### src/rtl/pop_mode_controller.sv
// pop_mode_controller: debounces the front-panel buttons, sequences the operating mode,
// issues one-cycle command strobes and drives the registered output pins per mode.
module pop_mode_controller #(
    parameter int unsigned DEBOUNCE_SAMPLES = 4,
    parameter logic [1:0]  RESET_MODE       = 2'd0
) (
    input  logic       clk_2M5,
    input  logic       reset,
    input  logic       debounce_pulse,
    input  logic       slow_pulse,
    input  logic       fast_pulse,
    input  logic       mode_button_n,
    input  logic       load_default_button_n,
    input  logic       topleft_button_n,
    input  logic       topright_button_n,
    input  logic       bottomleft_button_n,
    input  logic       bottomright_button_n,
    input  logic       pump_in,
    input  logic       probe_in,
    input  logic       MW_in,
    input  logic       sample_in,
    output logic [1:0] state,
    output logic       load_defaults,
    output logic       pieovertwo_plus,
    output logic       freeprecess_plus,
    output logic       pieovertwo_minus,
    output logic       freeprecess_minus,
    output logic       LED_output,
    output logic       pump_output,
    output logic       probe_output,
    output logic       MW_output,
    output logic       sample_output
);
    localparam int NB = 6;
    localparam int CW = $clog2(DEBOUNCE_SAMPLES);
    localparam logic [CW-1:0] CNT_MAX = CW'(DEBOUNCE_SAMPLES - 1);

    typedef enum logic [1:0] {
        LASER_SETUP = 2'd0,
        POP_CYCLE   = 2'd1,
        DARK        = 2'd2,
        PUMP_CAL    = 2'd3
    } mode_e;

    // Button order: 0 mode, 1 load, 2 topleft, 3 topright, 4 bottomleft, 5 bottomright
    logic [NB-1:0]         raw_n;
    logic [NB-1:0]         sync1_q, sync2_q, sample;
    logic                  dp_q, tick;
    logic [NB-1:0]         db_q, db_d, db_prev_q, press;
    logic [NB-1:0][CW-1:0] cnt_q, cnt_d;
    mode_e                 state_q, state_d;
    logic [4:0]            strobe_q, strobe_d;
    logic [4:0]            pins_q, pins_d;
    logic [3:0]            adjust;

    assign raw_n  = {bottomright_button_n, bottomleft_button_n, topright_button_n,
                     topleft_button_n, load_default_button_n, mode_button_n};
    assign sample = ~sync2_q;
    assign tick   = debounce_pulse & ~dp_q;
    assign press  = db_q & ~db_prev_q;

    always_ff @(posedge clk_2M5) begin
        if (reset) begin
            sync1_q   <= '0;
            sync2_q   <= '0;
            dp_q      <= 1'b0;
            db_q      <= '0;
            db_prev_q <= '0;
            cnt_q     <= '0;
        end else begin
            sync1_q   <= raw_n;
            sync2_q   <= sync1_q;
            dp_q      <= debounce_pulse;
            db_q      <= db_d;
            db_prev_q <= db_q;
            cnt_q     <= cnt_d;
        end
    end

    // A change is accepted only after DEBOUNCE_SAMPLES consecutive differing ticks
    always_comb begin
        db_d  = db_q;
        cnt_d = cnt_q;
        for (int i = 0; i < NB; i++) begin
            if (tick) begin
                if (sample[i] == db_q[i]) begin
                    cnt_d[i] = '0;
                end else if (cnt_q[i] == CNT_MAX) begin
                    db_d[i]  = sample[i];
                    cnt_d[i] = '0;
                end else begin
                    cnt_d[i] = cnt_q[i] + 1'b1;
                end
            end
        end
    end

    always_ff @(posedge clk_2M5) begin
        if (reset) state_q <= mode_e'(RESET_MODE);
        else       state_q <= state_d;
    end

    always_comb begin
        state_d = press[0] ? mode_e'(state_q + 2'd1) : state_q;
    end

    // Adjust strobes only in POPcycle, and a simultaneous mode press wins over them
    always_comb begin
        adjust   = (state_q == POP_CYCLE && !press[0]) ? {press[2], press[3], press[4], press[5]} : 4'b0;
        strobe_d = {press[1], adjust};
        pins_d   = 5'b0;
        unique case (state_q)
            LASER_SETUP: pins_d = {slow_pulse, 1'b0, 1'b1, 1'b0, 1'b1};
            POP_CYCLE:   pins_d = {1'b1, pump_in, probe_in, MW_in, sample_in};
            DARK:        pins_d = {fast_pulse, 1'b0, 1'b0, 1'b0, 1'b1};
            PUMP_CAL:    pins_d = {1'b0, 1'b1, 1'b0, 1'b0, 1'b0};
        endcase
    end

    always_ff @(posedge clk_2M5) begin
        if (reset) begin
            strobe_q <= '0;
            pins_q   <= '0;
        end else begin
            strobe_q <= strobe_d;
            pins_q   <= pins_d;
        end
    end

    assign state = state_q;
    assign {load_defaults, pieovertwo_plus, freeprecess_plus, pieovertwo_minus, freeprecess_minus} = strobe_q;
    assign {LED_output, pump_output, probe_output, MW_output, sample_output} = pins_q;
endmodule
### config.mk
export PLATFORM = sky130hd
export DESIGN_NAME = pop_mode_controller
export DESIGN_NICKNAME = d
export VERILOG_FILES = /design/src/rtl/pop_mode_controller.sv
export SDC_FILE = /design/constraint.sdc
export NUM_CORES = 1
export LEC_CHECK = 0
export BUFFER_PORTS_ARGS = -buffer_cell sky130_fd_sc_hd__buf_4
export CORE_ASPECT_RATIO = 0.6
export CORE_UTILIZATION = 45
export CTS_CLUSTER_DIAMETER = 120
export DETAILED_ROUTE_END_ITERATION = 16
export GPL_TIMING_DRIVEN = 0
export PLACE_DENSITY = 0.68
export SKIP_CTS_REPAIR_TIMING = 1
export SYNTH_ARGS = -nofsm -noshare
export SYNTH_HDL_FRONTEND = slang
export SYNTH_SLANG_ARGS = --single-unit
### constraint.sdc
create_clock -name clk_2M5 -period 3.65 [get_ports clk_2M5]
set_input_delay 0.1825 -clock clk_2M5 [delete_from_list [all_inputs] [get_ports clk_2M5]]
set_output_delay 0.1825 -clock clk_2M5 [all_outputs]
set_load 0.03 [all_outputs]
==> results of run 1 <==
## worst min-delay path by stage
stage	start	to	slack [ps]	cells after the start
after floorplan	debounce_pulse	dp_q	310	1
after detailed placement	db_prev_q[1]	strobe_q[4]	380	1
after global placement	db_prev_q[1]	strobe_q[4]	370	1
final	bottomright_button_n	sync1_q[5]	90	2
after global routing	bottomright_button_n	sync1_q[5]	80	2
after CTS	load_default_button_n	sync1_q[1]	80	2
## area by class of cell
type / instances / area share, %
tap: 47 / 2.734
multi-input combinational: 113 / 34.96
inverter: 2 / 0.3490
clock inverter: 1 / 1.396
timing repair buffer: 25 / 8.726
sequential: 49 / 45.61
clock buffer: 7 / 4.014
buffer: 9 / 2.211
## state kept, by name, summed over array words and instances, names as in the netlist
signal     flops
cnt_q         12
db_prev_q      6
db_q           6
sync1_q        6
sync2_q        6
pins_q         5
strobe_q       5
state          2
dp_q           1
## layer usage
| layer | track usage, % | up-vias | wire [µm] |
|---|---|---|---|
| li1 | - | 646 | - |
| met1 | 20.41 | 590 | 1583 |
| met2 | 26.37 | 33 | 1461 |
| met3 | 5.493 | 6 | 170 |
| met4 | 7.759 | 0 | 48 |
| met5 | 0 | - | 0 |
## cell usage in the layout, fill, tap and decap left out
master,count
buf_2,2
clkbuf_1,6
ha_1,10
bufinv_16,1
nor3b_2,4
a21oi_1,22
nor2b_2,1
clkbuf_8,6
buf_6,1
nor2b_4,1
and3b_1,1
a311oi_1,6
nor3_1,2
or3b_4,1
xnor2_1,7
mux2i_1,1
a211oi_1,1
nand3_1,13
nor2b_1,21
buf_4,26
inv_1,2
nand2_1,12
dfxtp_1,49
or2b_1,1
nor2_1,9
## critical path, cell delays in order, from the launching register on
cell and delay, ps:
dfxtp_1 460, ha_1 310, or3b_4 470, nor3b_2 160
## report_power, final
| part | internal, mW | switching [mW] | leakage (nW) | total [mW] |
|---|---|---|---|---|
| clock | 0.223 | 0.169 | 0.0585 | 0.393 |
| combinational | 0.0336 | 0.0384 | 0.398 | 0.0720 |
| sequential | 0.552 | 0.0102 | 0.400 | 0.562 |
| total | 0.809 | 0.218 | 0.857 | 1.03 |
## per-stage QoR
step / hold WS [ps] / cell area, µm² / instances
2_1_floorplan: 310.7 / 1788 / 173
3_3_place_gp: 372.5 / 2034 / 245
3_5_place_dp: 377.1 / 2034 / 245
4_1_cts: 81.03 / 2151 / 253
5_1_grt: 76.98 / 2151 / 253
6_report: 85.34 / 2151 / 253
## kinds of logic after synthesis
logic type | Yosys count | share of synthesized area, %
adders and majority gates | 10 | 6.998
buffers and inverters | 11 | 3.079
xor gates and xnor gates | 7 | 3.429
muxes | 1 | 0.5599
and+or+nand+nor | 66 | 21.55
DFF | 49 | 54.86
AOI/OAI and AO/OA | 29 | 9.518
==> impl_metrics.yaml, run 1 <==
grt:
  grt_usage_pct: 16.47
  grt_max_degree: 15
  antenna_found_initial: 0
  grt_pass1_wl_um: 5299
  overflow: 0
  grt_pass1_vias: 1197
sta:
  slew_violations: 0
  relSlewSlack_pct: 64.95
  post-route-period-util_pct: 40.53
  final-setup-viol-count: 0
  clock_skew_ps: 9.932
  hold_viol_final: 0
  worst_slew_pin_slew_ps: 525.8
  min_period_ps: 1479
  max_freq_ghz: 0.6760
  setup_tns_ps: 0
  fin_ws_ps: 2171
  grt_setup_unrepaired: "no"
clock_tree:
  numCtsBuffers: 5
  path_clk_slew_ps: 90
  cts_tree: "yes"
  insertion_delay_ps: 300
  cts_root_buf: "clkbuf_8"
  cts_max_level: 2
  clkSinkCount: 49
  cts_buffer_depth: 2
placed_design:
  dp_slack_ps: 2186
  gp_congestion: 0.7039
  port_buffers: 25
  dp_hpwl_um: 2275
final_layout:
  utilization_pct: 57.45
  antenna_cells: 0
  n_fill_cell: 316
  drive_above_1_share_pct: 20.87
  fin_nets: 230
  area_growth_pct: 20.29
  multi_input_area_um2: 752.0
  seq_area_um2: 980.9
die:
  coreArea_um2: 3744
  rows: 17
  die_y_um: 50.83
  ios: 27
  dieArea_um2: 4238
  start_util_pct: 47.76
  die_w_um: 83.38
power:
  peakVddDrop_v: 0.0002834
  total_power_mw: 1.027
  power.density_nw_per_um2: 477.4
  leakagePower_nw: 0.8567
critical_path:
  cp-endpoint: "strobe_q[2]"
  worstSetupStartpointType: "flop"
  startpoint: "state[0]"
  rr_endpoint: "strobe_q[2]"
  required_ps: 3880
  arrival_ps: 1710
  reg2reg_slack_ps: 2170
  end_kind: "flop"
  r2r-start: "state[0]"
  ff2ff_path_depth: 3
  cp_max_fo: 6
  crit_type: "reg -> reg"
synthesis:
  synth_largest_area_cell: "dfxtp_1"
  ys_ff_latch: 49
  syn_area_um2: 1788
  ys_seq_area_share_pct: 54.86
  async_flop_share_pct: 0
  yosysTopAreaCellShare_pct: 54.86
  synth_edf_count: 0
  synth.avg_cell_area_um2: 10.34
  ys.flop_type: "dfxtp_1"
  syn_inst: 173
  synth_cell_types: 23
  yosysWarnings: 0
  synth_area_leaders: "dfxtp_1 (55%), nor2b_1 (7.3%), ha_1 (7.0%)"
  synth_most_common_cell: "dfxtp_1"
  synth_fp_nets: 198
  synthTopCellsByCount: "dfxtp_1 (49), a21oi_1 (22), nor2b_1 (21)"
routing:
  wire_per_inst_um: 12.90
  final_antenna_net_count: 0
  drtIter0Drc: 44
  routed_via_density: 5.040
  vias: 1275
  drcViolationCount: 0
  firstDrtPassIters: 4
  drt-total-wl_um: 3263
status:
  outcome: "complete, no violations"
worst_hold_path:
  hold_path.class: "in -> reg"
job:
  drv_cap: 0
Note: power is estimated with default switching activity, not from simulation.
==> run 2: changes to the inputs <==
==> constraint.sdc (replaced) <==
create_clock -name clk_2M5 -period 1.4 [get_ports clk_2M5]
set_input_delay 0.07 -clock clk_2M5 [delete_from_list [all_inputs] [get_ports clk_2M5]]
set_output_delay 0.07 -clock clk_2M5 [all_outputs]
set_load 0.03 [all_outputs]
==> run 2 against run 1 <==
The flow now finishes with violations (negative hold slack). First-iteration DRC count unchanged. Register-to-register slack worse by 2100 ps. Worst hold slack lost 110 ps. Critical path depth grew 1. Sequential share of layout area is 0.88 points lower. Highest routed layer unchanged.
==> impl_metrics.yaml, run 2 (same netlist as run 1, synthesis figures left out) <==
grt:
  grt_pass1_wl_um: 5250
  overflow: 0
  antenna_found_initial: 0
  grt_max_degree: 16
  grt_pass1_vias: 1156
  grt_usage_pct: 16.49
clock_tree:
  numCtsBuffers: 5
  cts_tree: "yes"
  cts_root_buf: "clkbuf_8"
  cts_buffer_depth: 2
  insertion_delay_ps: 310
  path_clk_slew_ps: 90
  clkSinkCount: 49
  cts_max_level: 2
die:
  ios: 27
  start_util_pct: 47.76
  die_w_um: 83.38
  rows: 17
  dieArea_um2: 4238
  coreArea_um2: 3744
  die_y_um: 50.83
routing:
  drt-total-wl_um: 3299
  drtIter0Drc: 44
  routed_via_density: 4.973
  firstDrtPassIters: 4
  final_antenna_net_count: 0
  wire_per_inst_um: 12.74
  vias: 1288
  drcViolationCount: 0
critical_path:
  required_ps: 1640
  crit_family: "simple AND/OR/NAND/NOR gates"
  end_kind: "flop"
  crit_type: "reg -> reg"
  arrival_ps: 1550
  worstPathCellList: "inv_2 > ha_4 > or3b_4 > nor3b_2"
  path_buf_inv: 1
  worstSetupStartpointType: "flop"
  max_stage_delay_ps: 440
  cp_max_fo: 6
  crit_path_top_delay_cell: "or3b_4"
placed_design:
  dp_slack_ps: -3.204
  gp_congestion: 0.7066
  dp_hpwl_um: 2289
  port_buffers: 25
sta:
  max_freq_ghz: 0.7619
  post-route-period-util_pct: 93.75
  min_period_ps: 1312
  relSlewSlack_pct: 62.99
  final-setup-viol-count: 0
  worst_slew_pin_slew_ps: 555.1
  setup_tns_ps: 0
  hold_viol_final: 3
  grt_setup_unrepaired: "no"
  slew_violations: 0
  fin_ws_ps: 87.55
  clock_skew_ps: 9.847
  hold_ws_ps: -28.19
worst_hold_path:
  hold_path.class: "in -> reg"
power:
  peakVddDrop_v: 0.0008484
  power.density_nw_per_um2: 1133
  leakagePower_nw: 0.8624
final_layout:
  area_growth_pct: 22.81
  final_cell_mix: "dfxtp_1 (48), buf_4 (26), a21oi_1 (22)"
  antenna_cells: 0
  fin_nets: 236
  drive_above_1_share_pct: 21.70
  largest_register_ffs: 12
  layout_commonest_cell: "dfxtp_1"
  top_register: "cnt_q"
status:
  outcome: "complete, but fails checks"
  violations: "negative hold slack"
job:
  drv_cap: 0
[run 2: path summary, 6_finish.rpt]
kind | from | endpoint | slack (ps) | cells past startpoint
setup / recovery | state[1] | strobe_q[3] | 90 | 4
hold / removal | topright_button_n | sync1_q[3] | -30 | 2
setup reg to reg | state[1] | strobe_q[3] | 90 | 4
hold reg to reg | db_prev_q[1] | strobe_q[4] | 390 | 1
[run 2: area by class of cell]
| class | instances | area [µm²] |
|---|---|---|
| Buffer | 9 | 47.55 |
| Clock buffer | 6 | 72.57 |
| Clock inverter | 2 | 15.01 |
| Fill cell | 324 | 1548 |
| Inverter | 2 | 7.507 |
| Multi-Input combinational cell | 113 | 764.5 |
| Sequential cell | 49 | 982.2 |
| Tap cell | 47 | 58.81 |
| Timing Repair Buffer | 31 | 247.7 |
[run 2: power breakdown]
group / switching, mW / internal, mW
Clock: 0.468 / 0.352
Combinational: 0.103 / 0.0985
Sequential: 0.0260 / 1.44
[run 2: layer usage]
metal,global-route usage (%),vias to the layer above,share of wire [%]
met2,25.96,21,46
met3,5.331,4,3.8
met1,20.86,604,49
met4,7.759,0,1.6
met5,0,-,0
li1,-,659,-
[run 2: stage by stage]
stage               utilization (%)  total power, mW  area [µm²]  hold slack [ps]  instances
finish                        58.66            2.488        2196           -28.19        259
global route                  58.66            2.601        2196            3.469        259
CTS                           56.72            2.501        2123           -41.37        253
detailed placement            54.38            1.687        2036            287.7        245
global placement              54.38            1.674        2036            280.6        245
floorplan                         -            1.614        1789            198.2        173
[run 2: worst register-to-register path, stage by stage, from the launching register on]
cell     delay, ps
dfxtp_1        380
inv_2          100
ha_4           160
or3b_4         440
nor3b_2        170
==> run 3: changes to the inputs <==
--- a/config.mk
+++ b/config.mk
@@ -6,7 +6,6 @@
 export NUM_CORES = 1
 export LEC_CHECK = 0
 export BUFFER_PORTS_ARGS = -buffer_cell sky130_fd_sc_hd__buf_4
-export CORE_ASPECT_RATIO = 0.6
 export CORE_UTILIZATION = 45
 export CTS_CLUSTER_DIAMETER = 120
 export DETAILED_ROUTE_END_ITERATION = 16
==> run 3 against run 2 <==
The run still ends with negative hold slack left. Cell count is the same. Register-to-register slack is essentially flat. Total power shrank 1.3%. Flip-flop and latch count is the same. First-iteration DRC count grew 39%. Die area shrank 0.19%. Clock skew shrank 3.2 ps. Core utilization shrank 0.37 points. Highest routed layer unchanged.
==> impl_metrics.yaml, run 3 (same netlist as run 1, synthesis figures left out) <==
grt:
  use_met1_pct: 23.03
  grt_max_degree: 15
  grt_pass1_wl_um: 5761
  grt_pass1_vias: 1233
  grt-busiest-layer: "met2"
  grt_usage_pct: 18.61
  antenna_found_initial: 0
  overflow: 0
  grtUsageMet2_pct: 28.91
  use_met3_pct: 6.690
sta:
  grt_setup_unrepaired: "no"
  clock_skew_ps: 6.648
  slew_violations: 0
  worst_slew_pin_slew_ps: 532.4
  hold_ws_ps: -8.119
  final-setup-viol-count: 0
  post-route-period-util_pct: 94.19
  relSlewSlack_pct: 64.51
  min_period_ps: 1319
  max_freq_ghz: 0.7583
  hold_viol_final: 1
final_layout:
  area_growth_pct: 22.04
  layout_commonest_cell: "dfxtp_1"
  utilization_pct: 58.29
  fin_nets: 235
  layoutNonFillerInstCount: 259
  antenna_cells: 0
  final_cell_mix: "dfxtp_1 (48), buf_4 (26), a21oi_1 (22)"
  drive_above_1_share_pct: 21.80
  n_fill_cell: 334
  top_register: "cnt_q"
  largest_register_ffs: 12
die:
  die_w_um: 65.04
  die_y_um: 65.04
  coreArea_um2: 3744
  dieArea_um2: 4230
  start_util_pct: 47.76
  rows: 22
  ios: 27
critical_path:
  crit_family: "simple AND/OR/NAND/NOR gates"
  path_buf_inv: 1
  arrival_ps: 1550
  end_kind: "flop"
  cp_max_fo: 6
  worstPathCellList: "inv_2 > ha_4 > or3b_4 > nor3b_2"
  crit_path_top_delay_cell: "or3b_4"
  worstSetupStartpointType: "flop"
  required_ps: 1630
  crit_type: "reg -> reg"
  max_stage_delay_ps: 440
routing:
  drt-total-wl_um: 3456
  vias: 1305
  routed_via_density: 5.039
  wire_per_inst_um: 13.34
  final_antenna_net_count: 0
  firstDrtPassIters: 5
  drtIter0Drc: 61
  drcViolationCount: 0
power:
  power.density_nw_per_um2: 1126
  peakVddDrop_v: 0.0007560
  leakagePower_nw: 0.8658
status:
  violations: "negative hold slack"
  outcome: "complete, but fails checks"
job:
  drv_cap: 0
clock_tree:
  cts_tree: "yes"
  numCtsBuffers: 5
  cts_buffer_depth: 2
  path_clk_slew_ps: 90
  cts_max_level: 2
  cts_root_buf: "clkbuf_8"
  insertion_delay_ps: 300
  clkSinkCount: 49
placed_design:
  dpl.cell_count: 246
  port_buffers: 25
  gp_congestion: 0.8035
  dp_hpwl_um: 2351
worst_hold_path:
  hold_path.class: "in -> reg"
==> run 3: changes by cell type in the layout (fill, tap and decap cells not counted), sizes merged <==
cell	before	now
clkinvlp	2	0
dlygate4sd3	6	5
clkinv	0	2
==> run 3: layer usage <==
| metal | share of wire, % | up-vias |
|---|---|---|
| met5 | 0 | - |
| met4 | 2.2 | 0 |
| met3 | 4.7 | 8 |
| met2 | 50 | 33 |
| met1 | 43 | 607 |
| li1 | - | 657 |
==> run 3: final cells by class <==
type	instances	area, µm²	area share, %
repair buffers	30	237.7	10.89
clock buffers	6	72.57	3.326
multi-input cells	113	764.5	35.03
flip-flops and latches	49	982.2	45.01
inverters	2	7.507	0.3440
clock inverters	2	10.01	0.4587
plain buffers	9	47.55	2.179
well taps	48	60.06	2.752
==> run 3: power by group <==
part	switching, mW	internal (mW)	total (mW)
sequential	0.0266	1.44	1.47
clock	0.443	0.347	0.790
combinational	0.104	0.0965	0.201
==> run 3: stage by stage <==
step                hold slack, ps  TNS [ps]  power, mW  setup slack, ps  instance area [µm²]
floorplan                    198.2         0      1.614            1.041                 1789
global placement             280.3         0      1.674            45.04                 2037
detailed placement           288.9    -8.321      1.688           -8.321                 2037
CTS                         -32.19    -96.89      2.473           -35.00                 2120
global route                 10.39         0      2.577            12.59                 2182
finish                      -8.119         0      2.457            81.27                 2182
==> run 3: path summary, 6_finish.rpt <==
check	startpoint	end	slack, ps	depth (start not counted)
worst max register to register	state[1]	strobe_q[3]	80	4
worst max-delay path	state[1]	strobe_q[3]	80	4
worst min-delay path	bottomright_button_n	sync1_q[5]	-8	2
worst min register to register	db_prev_q[1]	strobe_q[4]	390	1
